## config.mk

```make
export PLATFORM = sky130hd
export DESIGN_NAME = fifo_reader
export DESIGN_NICKNAME = d
export VERILOG_FILES = /design/src/rtl/fifo_reader.sv
export SDC_FILE = /design/constraint.sdc
export NUM_CORES = 1
export LEC_CHECK = 0
export BUFFER_PORTS_ARGS = -buffer_cell sky130_fd_sc_hd__buf_4
export CAP_MARGIN = 5
export CORE_ASPECT_RATIO = 1.5
export CORE_MARGIN = 2
export CORE_UTILIZATION = 30
export DETAILED_ROUTE_END_ITERATION = 10
export GPL_TIMING_DRIVEN = 1
export PLACE_DENSITY = 0.54
export SLEW_MARGIN = 0
export SYNTH_ARGS = -nofsm -noshare
export SYNTH_HDL_FRONTEND = slang
export SYNTH_SLANG_ARGS = --single-unit
```

## constraint.sdc

```tcl
create_clock -name clk -period 4.4 [get_ports clk]
set_input_delay 0 -clock clk [delete_from_list [all_inputs] [get_ports clk]]
set_output_delay 0 -clock clk [all_outputs]
set_load 0.01 [all_outputs]
```

## src/rtl/fifo_reader.sv

```systemverilog
// fifo_reader: burst read engine between a first-word-fall-through FIFO and a valid/ready consumer.
// Optional: define FIFO_READER_STALL_CNT_EN to add the stall_cycles FIFO-underrun counter output.
module fifo_reader #(
    parameter int width = 16,
    parameter int len_w = 8
) (
    input  logic             clk,
    input  logic             rst,
    input  logic             start,
    input  logic [len_w-1:0] burst_len,
    input  logic [width-1:0] fifo_dout,
    input  logic             fifo_pndng,
    output logic             fifo_pop,
    output logic [width-1:0] m_data,
    output logic             m_valid,
    input  logic             m_ready,
    output logic             busy,
`ifdef FIFO_READER_STALL_CNT_EN
    output logic [31:0]      stall_cycles,
`endif
    output logic             done
);

    typedef enum logic [1:0] {IDLE, READ, DRAIN} state_t;

    state_t           state, state_nxt;
    logic [len_w-1:0] remaining, remaining_nxt;
    logic             done_q, done_nxt;
    logic [1:0]       count;
    logic [width-1:0] head, skid;
    logic             accept;

    // Pop decision uses only registered state, so m_ready never reaches fifo_pop.
    assign fifo_pop = (state == READ) && fifo_pndng && (remaining != '0) && (count < 2'd2);
    assign accept   = m_valid && m_ready;
    assign m_valid  = (count != 2'd0);
    assign m_data   = head;
    assign busy     = (state != IDLE);
    assign done     = done_q;

    always_ff @(posedge clk or negedge rst) begin
        if (!rst) begin
            state     <= IDLE;
            remaining <= '0;
            done_q    <= 1'b0;
        end else begin
            state     <= state_nxt;
            remaining <= remaining_nxt;
            done_q    <= done_nxt;
        end
    end

    always_comb begin
        state_nxt     = state;
        remaining_nxt = remaining;
        done_nxt      = 1'b0;
        case (state)
            IDLE: begin
                if (start) begin
                    if (burst_len != '0) begin
                        state_nxt     = READ;
                        remaining_nxt = burst_len;
                    end else begin
                        done_nxt = 1'b1;
                    end
                end
            end
            READ: begin
                if (fifo_pop) begin
                    remaining_nxt = remaining - len_w'(1);
                    if (remaining == len_w'(1)) state_nxt = DRAIN;
                end
            end
            DRAIN: begin
                if ((count == 2'd0) || ((count == 2'd1) && accept)) begin
                    state_nxt = IDLE;
                    done_nxt  = 1'b1;
                end
            end
            default: state_nxt = IDLE;
        endcase
    end

    // Two-entry buffer: head drives m_data, skid absorbs the word popped while head is stalled.
    always_ff @(posedge clk or negedge rst) begin
        if (!rst) begin
            count <= 2'd0;
            head  <= '0;
            skid  <= '0;
        end else begin
            case ({fifo_pop, accept})
                2'b10: begin
                    if (count == 2'd0) head <= fifo_dout;
                    else               skid <= fifo_dout;
                    count <= count + 2'd1;
                end
                2'b01: begin
                    head  <= skid;
                    count <= count - 2'd1;
                end
                2'b11: head <= fifo_dout;
                default: begin
                end
            endcase
        end
    end

`ifdef FIFO_READER_STALL_CNT_EN
    always_ff @(posedge clk or negedge rst) begin
        if (!rst) begin
            stall_cycles <= '0;
        end else if ((state == IDLE) && start) begin
            stall_cycles <= '0;
        end else if ((state == READ) && (remaining != '0) && !fifo_pndng &&
                     (stall_cycles != 32'hFFFF_FFFF)) begin
            stall_cycles <= stall_cycles + 32'd1;
        end
    end
`endif

endmodule

```

### Yosys cells after proc, flatten, opt, wreduce, memory -nomap -nowiden

Index checks and enable logic that the tools add are counted.

| storage, ports and cells | value |
|---|---|
| register bits after elaboration | 45 |
| output and inout bits | 20 |

| operators by class | value |
|---|---|
| add/sub/neg operators | 3 |
| $lt $le $gt $ge | 1 |
| eq/ne operators | 13 |
| muxes and demuxes | 17 |
| bitwise operators | 1 |
| reduce and logical (&&, ||, !) cells | 19 |

Operators with widths:

| cell | number |
|---|---|
| case mux 16 bit (3 select lines) | 1 |
| 2-to-1 mux 8 bit | 3 |
| 2-to-1 mux 16 bit | 1 |
| case mux 8 bit (2 select lines) | 1 |
| nonzero test 8 bit | 2 |
| 2-to-1 mux 2 bit | 5 |
| != test 2 bit (second input constant) | 5 |
| == test 8 x 1 -> 1 bit (second input constant) | 1 |
| nonzero test 2 bit | 4 |
| subtractor 8 x 1 -> 8 bit (second input constant) | 1 |
| == test 2 x 1 -> 1 bit (second input constant) | 3 |
| == test 2 bit (second input constant) | 3 |
| case mux 2 bit (3 select lines) | 1 |
| logical AND 1 bit | 5 |
| AND reduction 5 bit | 1 |
| zero test 2 bit | 2 |
| case mux 2 bit (2 select lines) | 1 |
| AND reduction 2 bit | 2 |
| AND reduction 4 bit | 1 |
| 2-to-1 mux 1 bit | 3 |
| nonzero test 3 bit | 1 |
| adder 2 x 1 -> 2 bit (second input constant) | 1 |
| < comparator 2 bit (second input constant) | 1 |
| != test 2 x 1 -> 1 bit (second input constant) | 1 |
| other kinds (4) | 4 |

### Depth between registers and ports, before layout

Gate-level depths: netlist of the first run.

| depth | value |
|---|---|
| depth after elaboration | 7 |
| depth in mapped cells | 10 |

### Worst setup path before layout of the first run

OpenSTA, ideal clock, no wires.

| timing | value |
|---|---|
| kind | register -> register |
| start point | reg remaining[0] |
| end point | reg head[10], in the netlist m_data[10] |
| setup time | 0.125 ns |
| data arrival time | 2.854 ns |
| setup slack | 1.421 ns |
| cell stages (with the launch flop) | 10 |
| buffers on the path | 2 |
| clock period less this slack | 2.979 ns |
| cells stage by stage | dfrtp_1 -> inv_1 -> ha_1 -> or3b_2 -> o2111ai_4 -> ha_1 -> clkbuf_1 -> buf_1 -> mux2_2 -> mux2_4 |

| between the ends | value |
|---|---|
| longest elaborated chain between the ends | 6 |
| elaborated cells between the ends (all ways) | 10 |
| classes of those cells | eq/ne (4); mux (1); reduce/logical (5) |

Ends and longest elaborated chain:

| what | RTL line | text |
|---|---|---|
| from (decl) | 27 | `logic [len_w-1:0] remaining, remaining_nxt;` |
| from (signal assigned) | 48 | `remaining <= remaining_nxt;` |
| nonzero test 8 bit (*) | 34 | `assign fifo_pop = (state == READ) && fifo_pndng && (remaining != '0) && (count < 2'd2);` |
| logical AND 1 bit (*) (2 in series) | 34 |  |
| == test 2 bit / == test 2 x 1 -> 1 bit (equally long branches) | 91 | `case ({fifo_pop, accept})` |
| != test 2 bit (no line) / nonzero test 3 bit (equally long branches) | n/a |  |
| AND reduction 2 bit (no line) | n/a |  |
| to (signal assigned) | 93 | `if (count == 2'd0) head <= fifo_dout;` |
| to (signal assigned) | 98 | `head <= skid;` |
| to (signal assigned) | 101 | `2'b11: head <= fifo_dout;` |
| to (decl) | 30 | `logic [width-1:0] head, skid;` |

Mark *: on every way between the ends. The rest lies on a longest branch, timed or not.
A chain may end at the register's enable or synchronous reset.

### Worst setup path after layout of the first run

Ends and elaborated chain as after synthesis.

==> impl_metrics.toml, run 1 <==
[run_status]
status = "completed"

[synth]
synth.area.top_cells = "dfrtp_1 (49%), mux2_2 (19%), mux2_4 (6.5%)"
synth.distinct_cells = 38
yosysTopAreaCellShare = 0.489
ys_seq_elements = 45
synthArstFlopShare = 1.00
synth_edf_count = 0
yosysTopAreaCell = "dfrtp_1"
synth_cells = 181
syn_area_per_cell_sq_um = 12.7
ys.flop_type = "dfrtp_1"
syn_nets = 216
netlist_area_sq_um = 2300
synth_warnings = 0
yosysSeqAreaShare = 0.489

[drt]
via_per_inst = 4.72
dr_total_vias = 1649
drt_pass1_iterations = 4
post_drt_wl_per_cell_um = 14.2
ant_nets = 0
drc = 0
wl_mm = 4.95
dr.first_iter.drc_count = 62

[place]
hpwl_mm = 3.46
gp_congestion = 0.835
port_buffers = 48
pre_cts_ws_ps = 1300

[layout]
most-common-layout-cells = "buf_4 (48), dfrtp_1 (45), mux2_2 (38), dlygate4sd3_1 (17), mux2_4 (10)"
utilization = 0.409
fin_nets = 281
syn_to_final_growth_pct = 33.6
layout_commonest_cell = "buf_4"
diodes = 0
drive_above_1_share = 0.453

[die]
start_util = 0.307
die_x_um = 75.5
core_area_sq_um = 7510
die-area_sq_um = 8410
rows = 39
die_y_um = 111
io_pins = 49

[cts]
clkTransAtPathRegs_ps = 60
cts_resized = 0
cts_made_buffers = 5
cts_tree = "built"
clock-sinks = 45
clockBufferDepth = 2
htreeDepth = 2
root_buffer = "clkbuf_16"
clk_latency_ps = 290

[sta]
fin_tns_setup_ps = 0
final_hold_viol_count = 0
rsz0062_at_grt = "false"
fmax_mhz = 327
worst_slack_ps = 1340
worst_pin_slew_ps = 852
finClkSkew_ps = 6.60
setup_viol = 0
slew_headroom = 0.431
whs_ps = 7.25
finalCriticalPeriod_ps = 3060
finalCritPeriodShare = 0.694
slew_violations = 0

[setup_path]
critical_path_required_ps = 4570
cp-start-kind = "flip-flop"
critPathMaxFanout = 17
arrival_ps = 3220
cp-end-kind = "flip-flop"
critPathKind = "flip-flop to flip-flop"

[min_path]
hold_path.class = "input port to flip-flop"

[power]
power_density_nw_per_um2 = 681
p_leak_nw = 1.39
finalPower_mw = 2.09
ir_drop_mv = 0.249

[grt]
grt_overflow_total = 0
grt_antenna_before_repair = 0
grt_pass1_vias = 1690
grt_pass1_wl_mm = 8.23
track_usage = 0.128
grt_max_degree = 46

[job]
drv_cap = 0
==> sequential cells by signal (all words and copies together) (netlist names) <==
| register | count |
|---|---|
| done | 1 |
| state | 2 |
| skid | 16 |
| count | 2 |
| m_data | 16 |
| remaining | 8 |
==> layer usage <==
layer	global-route usage	share of wire
met1	0.167	0.45
met2	0.201	0.49
met3	0.0264	0.041
met4	0.0538	0.019
met5	0	0
==> per-stage QoR <==
stage	instances	cell area [sq um]
after floorplan	181	2300
after CTS	349	3080
after detailed placement	324	2750
final	349	3080
after global placement	324	2750
after global routing	349	3080
==> what timing repair did <==
| action | CTS | global route |
|---|---|---|
| hold buffers | 17 | 0 |
| hold endpoints to repair | 61 | 0 |
| buffers inserted | 0 | 0 |
==> power by group <==
| group | total [mW] | leakage, nW | internal [mW] | switching [mW] |
|---|---|---|---|---|
| clock | 0.396 | 0.0799 | 0.241 | 0.155 |
| combinational | 0.954 | 0.769 | 0.542 | 0.411 |
| sequential | 0.745 | 0.539 | 0.618 | 0.127 |
==> layout make-up <==
class	instances	area (sq um)
Tap cell	102	128
Fill cell	760	4440
Timing Repair Buffer	65	531
Multi-Input combinational cell	120	1100
Sequential cell	45	1130
Clock buffer	7	153
Clock inverter	1	5.00
Inverter	9	36.3
==> final timing paths <==
path                                           from                       end  slack, ps  cells after the start
setup reg to reg           remaining[0]$_DFFE_PN0P_    m_data[10]$_DFFE_PN0P_       1340                      7
max in group asynchronous                       rst    m_data[11]$_DFFE_PN0P_       3720                      2
setup / recovery           remaining[0]$_DFFE_PN0P_    m_data[10]$_DFFE_PN0P_       1340                      7
hold reg to reg                count[1]$_DFFE_PN0P_      count[1]$_DFFE_PN0P_        480                      2
min in group asynchronous                       rst     m_data[0]$_DFFE_PN0P_        270                      2
hold / removal                         burst_len[5]  remaining[5]$_DFFE_PN0P_          7                      3
==> worst max-delay path, stage by stage (launching register included) <==
cell	delay, ps
dfrtp_1	410
inv_1	80
ha_1	180
or3b_2	540
o2111ai_4	300
ha_1	740
mux2_2	410
mux2_4	260
==> cells by family (layout without fill, tap and decap cells) <==
kind of cell / count (synthesis) / in the layout / synth area share
buf+inv: 16 / 82 / 0.0342
fa+ha+maj: 6 / 6 / 0.0326
mux: 50 / 50 / 0.260
compound gates: 31 / 31 / 0.102
xor+xnor: 2 / 2 / 0.00761
simple gates: 31 / 31 / 0.0750
flops: 45 / 45 / 0.489
==> synth_stat cells, drive strengths merged, types with 3 or more instances <==
library cell and count:
mux2 48, clkbuf 5, a21oi 10, o2bb2ai 6, ha 6, o21ai 6
nor2 5, dfrtp 45, nand2 7, o22ai 3, nor4 3, inv 9
nor3 5
No activity file was read; power rests on OpenSTA's default activity.
==> run 2, diff against run 1 <==
Settings changed: PLACE_DENSITY 0.54 to 0.56.
Clock period 4.4 ns to 2.5 ns, I/O delays scaled along.
==> impl_metrics.toml, run 2 (synthesis gave the netlist of run 1 again) <==
[setup_path]
crit_family = "simple AND/OR/NAND/NOR gates"
slowest_stage = "or3b_4"
crit_path_cell_trace = "inv_2 > ha_2 > or3b_4 > o2111ai_4 > buf_6 > inv_4 > ha_1 > nand2_2 > clkbuf_16 > mux2_2"
cp_num_buf_inv = 4
arrival_ps = 2560
cp-start-kind = "flip-flop"
crit_end = "skid[6]$_DFFE_PN0P_"
ff2ff_setup_slack_ps = 100
cp-end-kind = "flip-flop"
critPathKind = "flip-flop to flip-flop"
cp_slowest_stage_delay_ps = 400
r2r_cells = 10
setup.worst_path.start = "remaining[1]$_DFFE_PN0P_"
cp.depth = 10
critPathMaxFanout = 11
r2r-start = "remaining[1]$_DFFE_PN0P_"
critical_path_required_ps = 2670
worstReg2RegEnd = "skid[6]$_DFFE_PN0P_"

[die]
io_pins = 49
die_x_um = 75.5
die_y_um = 111
rows = 39
die-area_sq_um = 8410
start_util = 0.307
core_area_sq_um = 7510

[grt]
grt_antenna_before_repair = 0
grt_pass1_vias = 1654
grt_max_degree = 46
grt_overflow_total = 0
grt_pass1_wl_mm = 7.94
track_usage = 0.124

[layout]
diodes = 0
syn_to_final_growth_pct = 40.6
most-common-layout-cells = "buf_4 (54), dfrtp_1 (45), mux2_2 (38), dlygate4sd3_1 (17), mux2_4 (10)"
utilization = 0.431
drive_above_1_share = 0.488
layout_commonest_cell = "buf_4"
nFillCells = 751
final_cells = 360
fin_nets = 292

[place]
port_buffers = 48
place_inst = 333
hpwl_mm = 3.51
gp_congestion = 0.809

[cts]
cts_made_buffers = 5
clkTransAtPathRegs_ps = 60
cts_tree = "built"
clockBufferDepth = 2
htreeDepth = 2
clk_latency_ps = 290
clock-sinks = 45
root_buffer = "clkbuf_16"

[drt]
drc = 0
ant_nets = 0
wl_mm = 4.99
post_drt_wl_per_cell_um = 13.9
via_per_inst = 4.76
drt_pass1_iterations = 4
dr.first_iter.drc_count = 62
dr_total_vias = 1715

[sta]
fmax_mhz = 417
finalCritPeriodShare = 0.958
finalCriticalPeriod_ps = 2400
slew_violations = 0
slew_headroom = 0.579
finClkSkew_ps = 6.87
final_hold_viol_count = 0
setup_viol = 0
worst_pin_slew_ps = 632

[power]
p_leak_nw = 1.46
power_density_nw_per_um2 = 1220
ir_drop_mv = 0.474
finalPower_mw = 3.95

[min_path]
worstHoldPathCells = 3
hold_path.class = "input port to flip-flop"

[run_status]
status = "completed"

[job]
drv_cap = 0
## run 2: what timing repair did
item	4_1_cts	5_1_grt
hold buffers	17	0
resized for setup	0	5
buffers inserted	0	1
hold endpoints to repair	61	0
endpoints found under the setup margin	0	32
## run 2: area by class of cell
class | instances | area (sq um) | share of cell area
Clock buffer | 6 | 129 | 0.0398
Clock inverter | 2 | 38.8 | 0.0120
Inverter | 9 | 36.3 | 0.0112
Multi-Input combinational cell | 120 | 1110 | 0.342
Sequential cell | 45 | 1130 | 0.348
Tap cell | 102 | 128 | 0.0394
Timing Repair Buffer | 76 | 672 | 0.207
## run 2: metrics by stage
| step | hold WS (ps) | cell area, sq um | TNS [ps] | setup WS (ps) |
|---|---|---|---|---|
| 2_1_floorplan | -296 | 2320 | 0 | 25.1 |
| 3_3_place_gp | 52.7 | 2860 | 0 | 90.6 |
| 3_5_place_dp | 56.1 | 2860 | 0 | 58.7 |
| 4_1_cts | 2.62 | 3190 | 0 | 36.5 |
| 5_1_grt | 20.5 | 3240 | -0.637 | -0.637 |
| 6_report | 3.74 | 3240 | 0 | 104 |
## run 2: power by group
part,switching [mW],internal (mW)
clock network,0.276,0.474
registers,0.211,1.09
logic,0.787,1.12
total,1.27,2.68
## run 2: worst min-delay path by stage
| stage | slack [ps] | start | to |
|---|---|---|---|
| finish | 4 | start | done$_DFF_PN0_ |
| global route | 20 | start | done$_DFF_PN0_ |
| CTS | 3 | start | done$_DFF_PN0_ |
| detailed placement | 60 | rst | state[0]$_DFFE_PN0P_ |
| global placement | 50 | rst | done$_DFF_PN0_ |
| floorplan | -300 | rst | count[0]$_DFFE_PN0P_ |
## run 2: worst reg2reg max path, stage by stage (launching register included)
cell       delay [ps]
dfrtp_1           390
inv_2              80
ha_2              180
or3b_4            400
o2111ai_4         210
buf_6             140
inv_4              60
ha_1              210
nand2_2           120
clkbuf_16         170
mux2_2            320
## run 2: per-layer routing
metal  up-vias  GRT usage  part of all wire
li1        817          -                 -
met1       832      0.165              0.45
met2        54      0.188              0.48
met3        12     0.0227             0.043
met4         0     0.0620             0.029
met5         -          0                 0
==> run 3, diff against run 2 <==
--- a/constraint.sdc
+++ b/constraint.sdc
@@ -3,2 +3,2 @@
 set_output_delay 0 -clock clk [all_outputs]
-set_load 0.01 [all_outputs]
+set_load 0.05 [all_outputs]
==> impl_metrics.toml, run 3 (synthesis gave the netlist of run 1 again) <==
[place]
pre_cts_ws_ps = 72.7
place_inst = 333
hpwl_mm = 3.66
port_buffers = 48
placed_area_sq_um = 2860
gp_congestion = 0.889

[layout]
layout_commonest_cell = "buf_4"
final_cells = 361
nFillCells = 738
multi_input_area_sq_um = 1110
drive_above_1_share = 0.498
design_area_sq_um = 3230
most-common-layout-cells = "buf_4 (56), dfrtp_1 (45), mux2_2 (38), dlygate4sd3_1 (17), mux2_4 (10)"
diodes = 0
fin_nets = 294
ff_latch_area_sq_um = 1130
syn_to_final_growth_pct = 40.4

[setup_path]
cp_num_buf_inv = 4
critPathKind = "flip-flop to flip-flop"
crit_family = "simple AND/OR/NAND/NOR gates"
cp_slowest_stage_delay_ps = 410
crit_path_cell_trace = "inv_2 > ha_2 > or3b_4 > o2111ai_4 > buf_6 > inv_4 > ha_2 > nand2_2 > clkbuf_16 > mux2_2"
ff2ff_setup_slack_ps = 110
arrival_ps = 2560
critPathMaxFanout = 11
critical_path_required_ps = 2670
cp-start-kind = "flip-flop"
path_common_cell = "ha_2"
cp-end-kind = "flip-flop"
slowest_stage = "or3b_4"

[grt]
track_usage = 0.131
grt_pass1_wl_mm = 8.47
grt_overflow_total = 0
grt_pass1_vias = 1718
grt_antenna_before_repair = 0
grt_max_degree = 46

[die]
die-area_sq_um = 8410
start_util = 0.307
die_x_um = 75.5
io_pins = 49
core_area_sq_um = 7510
rows = 39
die_y_um = 111

[sta]
finalCriticalPeriod_ps = 2390
finalCritPeriodShare = 0.956
rsz0062_at_grt = "false"
fmax_mhz = 419
slew_headroom = 0.585
worst_slack_ps = 111
slew_violations = 0
worst_pin_slew_ps = 623
final_hold_viol_count = 0
setup_viol = 0
fin_tns_setup_ps = 0
whs_ps = 17.9
finClkSkew_ps = 6.23

[drt]
drt_pass1_iterations = 4
post_drt_wl_per_cell_um = 14.3
wl_mm = 5.16
dr.first_iter.drc_count = 52
via_per_inst = 4.65
dr_total_vias = 1677
drc = 0
ant_nets = 0

[cts]
root_buffer = "clkbuf_16"
clock-sinks = 45
clockBufferDepth = 2
clk_latency_ps = 280
cts_made_buffers = 5
htreeDepth = 2
cts_tree = "built"
clkTransAtPathRegs_ps = 60

[power]
p_leak_nw = 1.46
power_density_nw_per_um2 = 1350
ir_drop_mv = 0.508

[min_path]
hold_path.class = "input port to flip-flop"

[run_status]
status = "completed"

[job]
drv_cap = 0
-- run 3: cell types whose count changed in the layout (fill, tap and decap cells not counted), sizes merged --
| cell | previous run | this run |
|---|---|---|
| buf | 58 | 60 |
| bufinv | 1 | 0 |
| clkinv | 1 | 0 |
| clkinvlp | 0 | 1 |
-- run 3: cell type report --
cell class / count / area share
sequential: 45 / 0.348
multi-input combinational: 120 / 0.344
clock inverter: 1 / 0.00232
tap: 102 / 0.0395
inverter: 9 / 0.0112
timing repair buffer: 78 / 0.212
clock buffer: 6 / 0.0429
-- run 3: worst paths after layout --
path / startpoint / to / depth (start not counted)
min in group asynchronous: rst / skid[5]$_DFFE_PN0P_ / 2
worst min-delay path: start / done$_DFF_PN0_ / 3
worst max register to register: remaining[1]$_DFFE_PN0P_ / skid[13]$_DFFE_PN0P_ / 10
worst max-delay path: remaining[1]$_DFFE_PN0P_ / skid[13]$_DFFE_PN0P_ / 10
worst min register to register: count[1]$_DFFE_PN0P_ / count[1]$_DFFE_PN0P_ / 2
max in group asynchronous: rst / remaining[4]$_DFFE_PN0P_ / 2
-- run 3: timing repair --
action	CTS	global route
hold buffers	17	0
setup endpoints to repair	0	32
gates resized for setup	0	5
endpoints found under the hold margin	61	0
buffers inserted	0	3
-- run 3: through the flow --
stage          total power, mW   util
2_1_floorplan             3.01      -
3_3_place_gp              3.61  0.380
3_5_place_dp              3.65  0.380
4_1_cts                   4.34  0.423
5_1_grt                   4.67  0.430
6_report                  4.37  0.430
-- run 3: power breakdown --
group | total, mW | internal (mW) | switching, mW
Sequential | 1.30 | 1.09 | 0.212
Combinational | 2.42 | 1.14 | 1.27
Clock | 0.655 | 0.392 | 0.263
Total | 4.37 | 2.63 | 1.75
-- run 3: worst reg2reg max path: stages (launching register included) --
cell,delay [ps]
dfrtp_1,390
inv_2,70
ha_2,180
or3b_4,410
o2111ai_4,230
buf_6,140
inv_4,60
ha_2,190
nand2_2,110
clkbuf_16,180
mux2_2,330
-- run 3: routing by layer --
layer	part of all wire	GRT usage	vias up	wire length, um
li1	-	-	812	-
met2	0.52	0.209	36	2680
met3	0.032	0.0236	5	166
met5	0	0	-	0
met4	0.018	0.0573	0	92
met1	0.43	0.171	824	2210
